`src/rtl/mul_div_result_buffer.sv`:
```
// rtl/mul_div_result_buffer.sv - result collection FIFO for the FP multiply/divide core
//
// Captures each valid core result with its exception flags and operation tag.
// The results go into a show-ahead circular FIFO that a valid/ready consumer drains.
// The block also accumulates sticky exception flags and counts results lost to overflow.
//
// Ports:
//   clk, arst                      clock, asynchronous active-high reset
//   in_valid, R, sel               core result, valid strobe, operation tag (0 mul, 1 div)
//   io/dz/of/uf/i_flag             exception flags belonging to R
//   out_valid, out_ready           head handshake towards the consumer
//   out_R, out_flags, out_sel      head entry, flags ordered {io, dz, of, uf, i}
//   count, almost_full             occupancy and stall hint (count >= DEPTH-1)
//   sticky_flags, flags_clr        OR of all captured flags, and its clear
//   drop_cnt                       saturating count of results lost while full
module mul_div_result_buffer #(
    parameter int DEPTH = 4,
    parameter int W     = 32
) (
    input  logic                     clk,
    input  logic                     arst,
    input  logic                     in_valid,
    input  logic [W-1:0]             R,
    input  logic                     io_flag,
    input  logic                     dz_flag,
    input  logic                     of_flag,
    input  logic                     uf_flag,
    input  logic                     i_flag,
    input  logic                     sel,
    output logic                     out_valid,
    input  logic                     out_ready,
    output logic [W-1:0]             out_R,
    output logic [4:0]               out_flags,
    output logic                     out_sel,
    output logic [$clog2(DEPTH):0]   count,
    output logic                     almost_full,
    output logic [4:0]               sticky_flags,
    input  logic                     flags_clr,
    output logic [7:0]               drop_cnt
);

    localparam int AW = $clog2(DEPTH);
    localparam int CW = AW + 1;
    localparam logic [CW-1:0] C_DEPTH    = CW'(DEPTH);
    localparam logic [CW-1:0] C_DEPTH_M1 = CW'(DEPTH - 1);

    // Storage is deliberately left out of reset; only the pointers define validity.
    logic [W-1:0]    r_mem_R     [DEPTH];
    logic [4:0]      r_mem_flags [DEPTH];
    logic            r_mem_sel   [DEPTH];

    logic [AW-1:0]   r_wr_ptr;
    logic [AW-1:0]   r_rd_ptr;
    logic [CW-1:0]   r_count;
    logic [4:0]      r_sticky;
    logic [7:0]      r_drop_cnt;

    logic            w_pop;
    logic            w_push;
    logic            w_drop;
    logic [4:0]      w_in_flags;

    assign w_in_flags = {io_flag, dz_flag, of_flag, uf_flag, i_flag};
    assign w_pop      = out_valid && out_ready;
    // A pop in the same cycle frees the slot, so a full buffer can still accept.
    assign w_push     = in_valid && ((r_count < C_DEPTH) || w_pop);
    assign w_drop     = in_valid && !w_push;

    always_ff @(posedge clk) begin
        if (w_push) begin
            r_mem_R[r_wr_ptr]     <= R;
            r_mem_flags[r_wr_ptr] <= w_in_flags;
            r_mem_sel[r_wr_ptr]   <= sel;
        end
    end

    // The pointers are exactly AW bits wide and DEPTH is a power of two, so they wrap naturally.
    always_ff @(posedge clk or posedge arst) begin
        if (arst) begin
            r_wr_ptr <= '0;
            r_rd_ptr <= '0;
            r_count  <= '0;
        end else begin
            if (w_push) begin
                r_wr_ptr <= r_wr_ptr + 1'b1;
            end
            if (w_pop) begin
                r_rd_ptr <= r_rd_ptr + 1'b1;
            end
            if (w_push && !w_pop) begin
                r_count <= r_count + 1'b1;
            end else if (w_pop && !w_push) begin
                r_count <= r_count - 1'b1;
            end
        end
    end

    // A clear and a capture in the same cycle leave only the incoming flags.
    always_ff @(posedge clk or posedge arst) begin
        if (arst) begin
            r_sticky <= '0;
        end else if (flags_clr) begin
            r_sticky <= in_valid ? w_in_flags : 5'b00000;
        end else if (in_valid) begin
            r_sticky <= r_sticky | w_in_flags;
        end
    end

    always_ff @(posedge clk or posedge arst) begin
        if (arst) begin
            r_drop_cnt <= '0;
        end else if (w_drop && (r_drop_cnt != 8'hFF)) begin
            r_drop_cnt <= r_drop_cnt + 1'b1;
        end
    end

    assign out_valid    = (r_count != '0);
    assign out_R        = r_mem_R[r_rd_ptr];
    assign out_flags    = r_mem_flags[r_rd_ptr];
    assign out_sel      = r_mem_sel[r_rd_ptr];
    assign count        = r_count;
    // Asserts one entry early because the core needs one cycle to react to its enable.
    assign almost_full  = (r_count >= C_DEPTH_M1);
    assign sticky_flags = r_sticky;
    assign drop_cnt     = r_drop_cnt;

endmodule

```
`config.mk`:
```
export PLATFORM = sky130hd
export DESIGN_NAME = mul_div_result_buffer
export DESIGN_NICKNAME = d
export VERILOG_FILES = /design/src/rtl/mul_div_result_buffer.sv
export SDC_FILE = /design/constraint.sdc
export NUM_CORES = 1
export LEC_CHECK = 0
export CORE_ASPECT_RATIO = 0.75
export CORE_MARGIN = 5
export CORE_UTILIZATION = 45
export CTS_CLUSTER_DIAMETER = 200
export DETAILED_ROUTE_END_ITERATION = 8
export GPL_ROUTABILITY_DRIVEN = 0
export PLACE_DENSITY = 0.73
export SLEW_MARGIN = 15
export SYNTH_ARGS = -nofsm -noshare
export SYNTH_HDL_FRONTEND = slang
export SYNTH_SLANG_ARGS = --single-unit
```
`constraint.sdc`:
```
create_clock -name clk -period 2.85 [get_ports clk]
set_input_delay 0.855 -clock clk [delete_from_list [all_inputs] [get_ports clk]]
set_output_delay 0.855 -clock clk [all_outputs]
set_load 0.1 [all_outputs]
```
; ---- Word level (Yosys, flattened, before mapping)
; Memories as Yosys holds them, arrays and structs flattened.
; Index checks and enable logic that the tools add are counted.
[totals]
input_bits = 43
out_inout_bits = 56
ram_bits = 152
elab_cells = 36
reg_bits = 20
mem_count = 3
[op_classes]
n_reduce_logical = 12
n_eq_ne = 1
add_sub_neg = 5
bitwise_logic = 1
mux = 7
order_cmp = 2
[mem_list]
columns = name, depth, width, read_ports, rd_ports_with_merged_regs, wr, line_no
row1 = r_mem_R, 4, 32, 1, 0, 1, 48  ; logic [W-1:0] r_mem_R [DEPTH];
row2 = r_mem_flags, 4, 5, 1, 0, 1, 49  ; logic [4:0] r_mem_flags [DEPTH];
row3 = r_mem_sel, 4, 1, 1, 0, 1, 50  ; logic r_mem_sel [DEPTH];
[ops]
columns = op, n
row1 = two-way mux 5 bit, 3
row2 = "adder 8 x 1 -> 8 bit, second input constant", 1
row3 = "inequality test 8 bit, second input constant", 1
row4 = logical AND 1 bit, 6
row5 = two-way mux 3 bit, 2
row6 = bitwise OR 5 bit, 1
row7 = "adder 2 x 1 -> 2 bit, second input constant", 2
row8 = nonzero test 2 bit, 2
row9 = "adder 3 x 1 -> 3 bit, second input constant", 1
row10 = "greater-or-equal comparator 3 x 2 -> 1 bit, second input constant", 1
row11 = "< comparator 3 bit, second input constant", 1
row12 = nonzero test 3 bit, 1
row13 = "subtractor 3 x 1 -> 3 bit, second input constant", 1
row14 = logical NOT 1 bit, 2
row15 = two-way mux 1 bit, 2
row16 = logical OR 1 bit, 1

; ---- Depth between registers and ports, before layout
[depth]
ltp_word = 8
depth_mapped = 8
ltp_nobuf = 8

; ---- Least setup slack after synthesis
; No wires, ideal clock.
[synth_path]
kind = flip-flop to flip-flop
from = reg r_count[0] (netlist: count[0])
to = reg r_count[1] (netlist: count[1])
setup_slack_ns = -0.273
synth_period_minus_slack_ns = 3.123
setup_ns = 0.126
required_time_ns = 2.724
arrival_time_ns = 2.996
stages_incl_launch_ff = 7
path_buffers = 0
path_cell_list = dfrtp_1 > or3_1 > nand2_1 > ha_1 > inv_1 > fa_1 > mux2_2
[synth_between]
elab_chain_len = 7
elab_cells_between_ends = 14
classes_between = add/sub: 2 / order compare: 1 / mux: 2 / reduce/logical: 9
[synth_rtl]
columns = item, line_no
row1 = "start, declared", 54  ; logic [CW-1:0] r_count;
row2 = "start signal, assigned", 91  ; r_count <= r_count + 1'b1;
row3 = "start signal, assigned", 93  ; r_count <= r_count - 1'b1;
row4 = nonzero test 3 bit (*), 117  ; assign out_valid = (r_count != '0);
row5 = named net out_valid, 30  ; output logic out_valid,
row6 = logical AND 1 bit (*), 64  ; assign w_pop = out_valid && out_ready;
row7 = logical OR 1 bit, 66  ; assign w_push = in_valid && ((r_count < C_DEPTH) || w_pop);
row8 = logical AND 1 bit, 66
row9 = logical NOT 1 bit, 92  ; end else if (w_pop && !w_push) begin
row10 = logical AND 1 bit, 92
row11 = nonzero test 2 bit (no line), n/a
; Mark *: on every way through the listed nets, which the timed path passes. The rest lies on a longest branch. The select of a mux whose other input is x is not followed.
; A chain may end at the register's enable or synchronous reset.

; ---- Worst setup path after layout
[layout_path]
from = reg r_rd_ptr[0]
to = out out_R[24]
[layout_between]
elab_chain_len = 1
[layout_rtl]
columns = item, line_no
row1 = "start, declared", 53  ; logic [AW-1:0] r_rd_ptr;
row2 = "start signal, assigned", 88  ; r_rd_ptr <= r_rd_ptr + 1'b1;
row3 = memory (4 x 32 bit), n/a
row4 = "end, declared", 32  ; output logic [W-1:0] out_R,
; Every way passes these cells.

==> results.md <==
* Initial antenna violation count at 0
* Crit share post-route at 96.5%
* Worst path arrival time at 1.89 ns
* Achievable Freq at 364 MHz
* Worst-path cell chain: buf_12 -> mux4_2 -> buf_12
* Adder-Cell Fraction of Synth Area at 1.47%
* Ports at 99
* Commonest non-fill, non-tap cell in the layout: edfxtp_1
* Crit-path most repeated cell: buf_12
* RSZ-0062 raised after global routing: no
* Commonest non-fill, non-tap cells in the layout: 152 x edfxtp_1, 44 x buf_12, 42 x clkdlybuf4s50_1, 38 x mux4_2, 26 x buf_4
* GRT Total Usage at 15.9%
* Hold WC Path Type: reg2reg
* Die X at 148 microns
* Final net count at 464
* # DRC at 0
* DR iter-0 viols at 191
* Worst Setup Path Type: reg2out
* Library cells used by synthesis at 28
* Largest family of logic cells by synthesized area: multiplexers
* Slew Limit Fails at 0
* Port bufs at 98
* Layout cells sized above 1 at 35.6%
* Family with the most delay on the worst path: multiplexers
* Seq cells post-synth at 172
* Worst path slowest cell: mux4_2
* Setup_tns at 0 ns
* Outcome: finished clean
* Max-cap violation count at 0
* Avg Cell Area, Syn at 22.1 sq um
* Diode count at 0
* Routed WL at 12,500 microns
* Final Hold Fails at 0
* CTS resizes at 0
* Wirelength per Cell at 20.6 microns
* Slowest Stage Delay on Critical Path at 0.61 ns
* Total grt overflow at 0
* Synthesized Nets at 342
* Slew Limit Headroom at 48.9%
* Number of global-route vias before repair at 3,413
* First-pass GRT wire length at 19,400 microns
* Post-DP HPWL at 8140 microns
* Setup crit start kind: register
* Worst skew pair latency at 0.42 ns
* Crit-path max FO at 28
* Dpl cells at 575
* Via density at 5.19
* Mapped Area at 6470 sq um
* Core box area at 14,300 sq um
* Hold slack at 0.542 ns
* Cts bufs inserted at 17
* Synthesis warning total at 0
* Mapped Cells at 292
* Antenna-violating nets left at 0
* Clk buf depth at 2
* Largest net degree at the start of global routing at 30
* CP Buf/Inv Count at 2
* # rows at 38
* Worst-path clk slew at 0.06 ns
* Starting Density at 45.3%
* Register area share after synthesis at 78.3%
* Clk sinks at 172
* Post-synthesis compound-gate area fraction at 0.909%
* H-Tree Depth at 4
* Hold Buf Count CTS at 0
* DR pass1 iterations at 4
* Fin Clk Skew at 0.00442 ns
* Root Buffer: clkbuf_16
* Die height at 114 microns
* Post-Synth XOR/XNOR Area at 1.22%
* Area grow syn2layout at 35.5%
* Postcts setup bufs at 0
* Die area at 16,900 sq um
* Layout Cells excl Fill at 607
* Worst setup EP type: primary output
* Required @ worst endpoint at 2.00 ns
* Final setup fails at 0
* Simple-gate portion of the synthesized area at 2.69%
* Actual slew at the worst max-slew pin at 0.766 ns
* Vias at 3,153
* Final Critical Period at 2.75 ns
* CTS tree: yes
* Mux contribution to synthesized area at 14.2%
[logic make-up (layout without fill, tap and decap cells)]
logic type      after synthesis  count (layout)
compound gates               10              10
flops                       172             172
fa+ha+maj                     7               7
simple gates                 32              32
buf+inv                      19             154
mux                          43              43
xor+xnor                      9               9
[stage by stage]
| step | utilization, % | setup WS, ns | cell area, sq um |
|---|---|---|---|
| 4_1_cts | 61.4 | 0.0524 | 8760 |
| 2_1_floorplan | - | 0.149 | 6470 |
| 5_1_grt | 61.4 | 0.00208 | 8760 |
| 3_5_place_dp | 57.2 | 0.0820 | 8160 |
| 3_3_place_gp | 57.2 | 0.163 | 8160 |
| 6_report | 61.4 | 0.100 | 8760 |
[worst min-delay path, stage by stage (launching register included)]
cell and delay (ns):
dfrtp_1 0.38, inv_1 0.06, o21ai_0 0.06
[synth_stat cells, drive strengths merged]
library cell	n	area (sq um)
inv	10	37.5
a21oi	2	10.0
mux2	5	60.1
buf	6	30.0
xnor2	7	61.3
edfxtp	152	4560
ha	6	75.1
a21boi	1	11.3
and3b	1	10.0
and2	4	25.0
and3	1	11.3
fa	1	20.0
nor2	2	7.51
and4	1	8.76
clkbuf	3	11.3
nand3	2	10.0
or3	1	6.26
nor3	1	5.00
o21ai	6	30.0
dfrtp	20	500
a21o	1	7.51
mux4	38	856
nand2b	2	12.5
xor2	2	17.5
nand4	3	25.0
nand2	14	52.6
[state kept, by name (all words and copies together), names as in the netlist]
| signal | cells |
|---|---|
| r_mem_flags | 20 |
| r_wr_ptr | 2 |
| r_mem_sel | 4 |
| r_mem_R | 128 |
| sticky_flags | 5 |
| count | 3 |
| r_rd_ptr | 2 |
| drop_cnt | 8 |
[worst paths after layout]
path,start,to,depth (start not counted),slack [ns]
setup / recovery,r_rd_ptr[0],out_R[24],3,0.10
hold / removal,sticky_flags[4],sticky_flags[4],2,0.54
setup reg to reg,count[1],count[2],8,0.74
hold reg to reg,sticky_flags[4],sticky_flags[4],2,0.54
max in group asynchronous,arst,r_rd_ptr[1],2,1.45
min in group asynchronous,arst,sticky_flags[1],2,0.87
[metal layers]
| metal | wire length [microns] | global-route usage [%] | vias up |
|---|---|---|---|
| met5 | 0 | 0 | - |
| met3 | 643 | 5.84 | 14 |
| met2 | 6120 | 24.7 | 79 |
| met4 | 182 | 5.54 | 0 |
| li1 | - | - | 1424 |
| met1 | 5540 | 20.8 | 1636 |
[area by class of cell]
class,instances,area (sq um)
inverters,10,37.5
flip-flops and latches,172,5070
multi-input cells,101,1330
well taps,180,225
fillers,969,5500
repair buffers,112,1500
clock inverters,14,176
clock buffers,18,429
Power is not shown: default switching activity piles up to over one toggle a cycle in this logic, so the estimate is an artifact.
